`config.mk`:
```
export PLATFORM = sky130hd
export DESIGN_NAME = mem_arb
export DESIGN_NICKNAME = d
export VERILOG_FILES = /design/src/rtl/mem_arb.sv
export SDC_FILE = /design/constraint.sdc
export NUM_CORES = 1
export LEC_CHECK = 0
export ABC_AREA = 1
export BUFFER_PORTS_ARGS = -buffer_cell sky130_fd_sc_hd__buf_4
export CAP_MARGIN = 10
export CORE_UTILIZATION = 42
export DETAILED_ROUTE_END_ITERATION = 12
export HOLD_SLACK_MARGIN = 0.1
export PLACE_DENSITY = 0.77
export SYNTH_ARGS = -nofsm -noshare
export SYNTH_HDL_FRONTEND = slang
export SYNTH_SLANG_ARGS = --single-unit
export TNS_END_PERCENT = 1
```
`constraint.sdc`:
```
create_clock -name i_clk -period 1.7 [get_ports i_clk]
set_clock_uncertainty 0.2 [all_clocks]
set_input_delay 0.085 -clock i_clk [delete_from_list [all_inputs] [get_ports i_clk]]
set_output_delay 0.085 -clock i_clk [all_outputs]
set_load 0.01 [all_outputs]
```
`src/rtl/mem_arb.sv`:
```
// mem_arb: single-port memory sequencer shared by fetch and load/store; IDLE->BUSY->RESP, vld at grant+MEM_LAT+1.
// Requesters hold req until their vld pulse; fetch hold tracks i_fet_req. Optional MEM_ARB_PERF_EN adds stall/wait counters.
module mem_arb #(
   parameter int MEM_LAT    = 1,
   parameter int STARVE_MAX = 2
) (
   input  logic        i_clk,
   input  logic        i_rst,
   input  logic        i_fet_req,
   input  logic [31:0] i_fet_addr,
   input  logic        i_fet_kill,
   output logic [31:0] o_fet_rdata,
   output logic        o_fet_vld,
   output logic        o_fet_hold,
   input  logic        i_dat_req,
   input  logic        i_dat_wen,
   input  logic [31:0] i_dat_addr,
   input  logic [31:0] i_dat_wdata,
   input  logic [3:0]  i_dat_mask,
   output logic [31:0] o_dat_rdata,
   output logic        o_dat_vld,
   output logic [31:0] o_mem_addr,
   output logic        o_mem_ren,
   output logic        o_mem_wen,
   output logic [31:0] o_mem_wdata,
   output logic [3:0]  o_mem_mask,
   input  logic [31:0] i_mem_rdata,
   output logic [31:0] o_fet_stall_cnt,
   output logic [31:0] o_dat_wait_cnt
);

   typedef enum logic [1:0] {S_IDLE, S_BUSY, S_RESP} state_t;

   localparam logic [2:0] LAT_INIT   = 3'(MEM_LAT - 1);
   localparam logic [3:0] STARVE_LIM = 4'(STARVE_MAX);

   state_t      state_q, state_d;
   logic        own_fet_q, own_fet_d;
   logic        wen_q, wen_d;
   logic [31:0] addr_q, addr_d;
   logic [31:0] wdata_q, wdata_d;
   logic [3:0]  mask_q, mask_d;
   logic [2:0]  lat_q, lat_d;
   logic [3:0]  starve_q, starve_d;
   logic        kill_q, kill_d;
   logic [31:0] fet_rdata_q, fet_rdata_d;
   logic [31:0] dat_rdata_q, dat_rdata_d;
   logic        grant_fet, grant_dat;

   always_ff @(posedge i_clk) begin
      if (i_rst) begin
         state_q     <= S_IDLE;
         own_fet_q   <= 1'b0;
         wen_q       <= 1'b0;
         addr_q      <= '0;
         wdata_q     <= '0;
         mask_q      <= '0;
         lat_q       <= '0;
         starve_q    <= '0;
         kill_q      <= 1'b0;
         fet_rdata_q <= '0;
         dat_rdata_q <= '0;
      end else begin
         state_q     <= state_d;
         own_fet_q   <= own_fet_d;
         wen_q       <= wen_d;
         addr_q      <= addr_d;
         wdata_q     <= wdata_d;
         mask_q      <= mask_d;
         lat_q       <= lat_d;
         starve_q    <= starve_d;
         kill_q      <= kill_d;
         fet_rdata_q <= fet_rdata_d;
         dat_rdata_q <= dat_rdata_d;
      end
   end

   // A killed fetch may not be granted; data yields only when fetch has starved long enough.
   assign grant_fet = (state_q == S_IDLE) & i_fet_req & ~i_fet_kill &
                      (~i_dat_req | (starve_q == STARVE_LIM));
   assign grant_dat = (state_q == S_IDLE) & i_dat_req & ~grant_fet;

   always_comb begin
      state_d     = state_q;
      own_fet_d   = own_fet_q;
      wen_d       = wen_q;
      addr_d      = addr_q;
      wdata_d     = wdata_q;
      mask_d      = mask_q;
      lat_d       = lat_q;
      starve_d    = starve_q;
      kill_d      = kill_q;
      fet_rdata_d = fet_rdata_q;
      dat_rdata_d = dat_rdata_q;
      unique case (state_q)
         S_IDLE: begin
            kill_d = 1'b0;
            if (grant_fet | grant_dat) begin
               own_fet_d = grant_fet;
               addr_d    = grant_fet ? i_fet_addr : i_dat_addr;
               wen_d     = grant_dat & i_dat_wen;
               wdata_d   = grant_dat ? i_dat_wdata : 32'h0;
               mask_d    = grant_dat ? i_dat_mask : 4'h0;
               lat_d     = LAT_INIT;
               state_d   = S_BUSY;
            end
         end
         S_BUSY: begin
            if (own_fet_q & i_fet_kill) kill_d = 1'b1;
            if (lat_q == 3'd0) begin
               if (own_fet_q) fet_rdata_d = wen_q ? 32'h0 : i_mem_rdata;
               else           dat_rdata_d = wen_q ? 32'h0 : i_mem_rdata;
               state_d = S_RESP;
            end else begin
               lat_d = lat_q - 3'd1;
            end
         end
         S_RESP: begin
            kill_d  = 1'b0;
            state_d = S_IDLE;
         end
         default: state_d = S_IDLE;
      endcase
      if (~i_fet_req)
         starve_d = 4'd0;
      else if (grant_fet)
         starve_d = 4'd0;
      else if (grant_dat & ~i_fet_kill & (starve_q != STARVE_LIM))
         starve_d = starve_q + 4'd1;
   end

   always_comb begin
      o_mem_addr  = 32'h0;
      o_mem_ren   = 1'b0;
      o_mem_wen   = 1'b0;
      o_mem_wdata = 32'h0;
      o_mem_mask  = 4'h0;
      o_fet_vld   = 1'b0;
      o_dat_vld   = 1'b0;
      unique case (state_q)
         S_BUSY: begin
            o_mem_addr  = addr_q;
            o_mem_ren   = ~wen_q;
            o_mem_wen   = wen_q;
            o_mem_wdata = wdata_q;
            o_mem_mask  = mask_q;
         end
         S_RESP: begin
            // a kill arriving in the response cycle itself also swallows the pulse
            o_fet_vld = own_fet_q & ~kill_q & ~i_fet_kill;
            o_dat_vld = ~own_fet_q;
         end
         default: ;
      endcase
   end

   assign o_fet_hold  = i_fet_req & ~o_fet_vld;
   assign o_fet_rdata = fet_rdata_q;
   assign o_dat_rdata = dat_rdata_q;

`ifdef MEM_ARB_PERF_EN
   logic [31:0] fet_stall_cnt_q, fet_stall_cnt_d;
   logic [31:0] dat_wait_cnt_q, dat_wait_cnt_d;

   always_comb begin
      fet_stall_cnt_d = fet_stall_cnt_q + (o_fet_hold ? 32'd1 : 32'd0);
      dat_wait_cnt_d  = dat_wait_cnt_q + ((i_dat_req & ~o_dat_vld) ? 32'd1 : 32'd0);
   end

   always_ff @(posedge i_clk) begin
      if (i_rst) begin
         fet_stall_cnt_q <= '0;
         dat_wait_cnt_q  <= '0;
      end else begin
         fet_stall_cnt_q <= fet_stall_cnt_d;
         dat_wait_cnt_q  <= dat_wait_cnt_d;
      end
   end

   assign o_fet_stall_cnt = fet_stall_cnt_q;
   assign o_dat_wait_cnt  = dat_wait_cnt_q;
`else
   assign o_fet_stall_cnt = 32'h0;
   assign o_dat_wait_cnt  = 32'h0;
`endif

endmodule

```
==> results.md <==
- Row count: 47
- Clock Path Buffers: 2
- FMAX: 0.569 GHz
- Antenna violations before repair: 0
- Final GP Congestion: 0.798
- Worst r2r src: lat_q[1]
- Ys async rst share: 0
- Fillers: 1117
- Failing checks: setup timing
- Startpoint Class: flop
- Total internal power: 0.00829 W
- FF+latch count, synth: 144
- Crit Path Max Fanout: 6
- Via Count: 8446
- WL final: 26600 um
- DP Wirelength: 13200 um
- Library cells used by synthesis: 25
- Die extent in y: 132 um
- Met2 wire len: 13600 um
- Final layout net count: 1613
- Sequential share of the synthesized area: 0.409
- TritonCTS clock tree: built
- Port bufs: 274
- Worst Path Arrival: 1880 ps
- Clock Latency Late Sink: 420 ps
- Clock Power Share: 0.352
- Final hold vios: 0
- Grt ovf: 0
- Kind of critical path: flop to flop
- Hold WS: 278 ps
- Initial DRC count: 500
- Min-Delay Path Class: flop to flop
- Cell Pwr Density: 991 mW/mm2
- Syn_area_per_cell: 6.70 um2
- Htree depth: 4
- Reg area: 0.00290 mm2
- Avg WL per Cell: 15.6 um
- Multi-input gate area: 0.00343 mm2
- Setup crit end kind: flop
- Vias/cell: 4.96
- Synth area leaders: dfxtp_1 (41%), nor2_1 (12%), nand3_1 (10%), nand2_1 (7.5%), buf_4 (7.2%)
- CTS Buf Count: 17
- Area delta synth->final: 72.3%
- Root buffer cell: clkbuf_16
- WP data required: 1820 ps
- DRT Pass-1 Iters: 5
- Max Cap Viol: 0
- Die area: 0.0173 mm2
- Comb pwr share: 0.316
- Core Util, Final: 0.738
- Final antenna-violating net count: 0
- Post-synth top area cell: dfxtp_1
- Most frequent cells after synthesis: nor2_1 (217), nand3_1 (145), dfxtp_1 (144)
- Count leader, synth: nor2_1
- Post-Syn Area: 0.00705 mm2
- Status: complete, but fails checks
- Initial Utilization: 0.428
- Number of global-route vias before repair: 7767
- # DRC: 0
- Final Slew Violations: 0
- Metal-1 WL: 9890 um
- Share of cells above drive strength 1: 0.297
- Sw power: 0.00375 W
- First-pass GRT wire length: 36500 um
- Pleak: 5.84 nW
- GRT Util Overall: 0.258
- Placed cell count: 1499
- Worst slew margin: 0.660
- Die Wd: 132 um
- Hold Startpoint: wdata_q[13]
- Yosys top cell area share: 0.409
- Synth Warn #: 0
- Setup WS post-layout: -56.9 ps
- Setup crit start: lat_q[1]
- Maximum vdd ir drop: 0.000774 V
- Placeable Area: 0.0165 mm2
- Post-synth EDFFs: 0
- Reg power frac: 0.332
- Max layer used: met4
- Post-synthesis cell count: 1052
- Worst-path clk slew: 60 ps
- Slew at the pin closest to its max-slew limit: 510 ps
- # IOs: 339
- Met3 WL post-DR: 1980 um
- Setup TNS: -389 ps
- Sw frac: 0.311
- RSZ-0062 raised after global routing: yes
- Clk sinks: 144
- Number of standard cells in the final layout excluding fillers: 1704
- Endpoints failing setup: 20
- Main synth FF type: dfxtp_1
- ANT cells: 0
- Final period utilization: 1.03
- Fin crit period: 1760 ps
- Largest net degree at the start of global routing: 97
-- metal layers --
metal	track usage	vias up
met4	0.150	0
met5	0	-
met2	0.442	414
met3	0.0741	93
li1	-	4022
met1	0.285	3917
-- cells in the final DEF (no fill, tap or decap), types with 5 or more instances in the layout --
cell type,Yosys,final
inv_2,5,9
nand3_1,145,145
bufinv_16,0,5
nand2_1,141,133
dlygate4sd3_1,0,137
buf_6,3,8
o21ai_0,62,40
clkbuf_16,0,32
buf_12,0,19
a21oi_1,80,79
inv_1,100,93
o21ai_2,0,8
o21ai_1,0,14
nor2_1,217,192
dfxtp_1,144,138
nor2_2,3,25
buf_4,68,291
conb_1,1,64
nand2_2,3,5
-- critical path, cell delays in order, from the launching register on --
cell,delay (ps)
dfxtp_1,350
inv_2,60
ha_4,170
nand2_4,90
inv_2,50
nand2_2,80
nor2_4,50
buf_12,140
buf_12,130
clkbuf_16,150
o21ai_2,110
nor2_1,60
-- power groups by stage --
stage / sequential (W) / clock, W / combinational (W)
global placement: 0.00402 / 0 / 0.00270
detailed placement: 0.00403 / 0 / 0.00273
global route: 0.00404 / 0.00443 / 0.00408
finish: 0.00400 / 0.00423 / 0.00380
floorplan: 0.00408 / 0 / 0.00161
CTS: 0.00397 / 0.00426 / 0.00311
-- cell families (layout without fill, tap and decap cells) --
family / after synthesis / in the layout / share of synthesized area
buf+inv: 243 / 610 / 0.174
compound gates: 145 / 145 / 0.104
other cells: 1 / 64 / 0.000532
xor+xnor: 2 / 2 / 0.00248
fa+ha+maj: 4 / 4 / 0.00710
flops: 144 / 144 / 0.409
simple gates: 513 / 515 / 0.303
-- worst paths after layout --
path              slack, ps  cells after the start              to
hold reg to reg         280                      2     wdata_q[13]
setup / recovery        -60                     11  o_dat_rdata[3]
hold / removal          280                      2     wdata_q[13]
setup reg to reg        -60                     11  o_dat_rdata[3]
-- what timing repair did --
item / in CTS / in global routing
hold buffers: 137 / 0
endpoints found under the hold margin: 143 / 0
pin swaps: 0 / 14
gates cloned: 1 / 22
gates resized for setup: 17 / 103
endpoints found under the setup margin: 83 / 198
setup buffers: 2 / 11
-- registers in the layout (all words and copies together), names as in the netlist --
signal,count
own_fet_q,1
kill_q,1
lat_q,3
starve_q,4
state_q,2
addr_q,32
wdata_q,32
o_fet_rdata,32
o_dat_rdata,32
mask_q,4
wen_q,1
-- per-stage QoR --
stage                     setup WS [ps]  area [um2]  power, W
after floorplan                    63.9        7290   0.00569
after global placement             22.7        9150   0.00672
after detailed placement          -17.8        9150   0.00676
after CTS                         -51.8       11300    0.0113
after global routing               -116       12100    0.0125
final                             -56.9       12100    0.0120
-- area by class of cell --
cell class                      count  area share
Clock inverter                     14      0.0188
Tap cell                          220      0.0227
Sequential cell                   144       0.238
Timing Repair Buffer              473       0.368
Multi-Input combinational cell    730       0.283
Clock buffer                       18      0.0362
Inverter                          105      0.0333
Note: power is estimated with default switching activity, not from simulation.
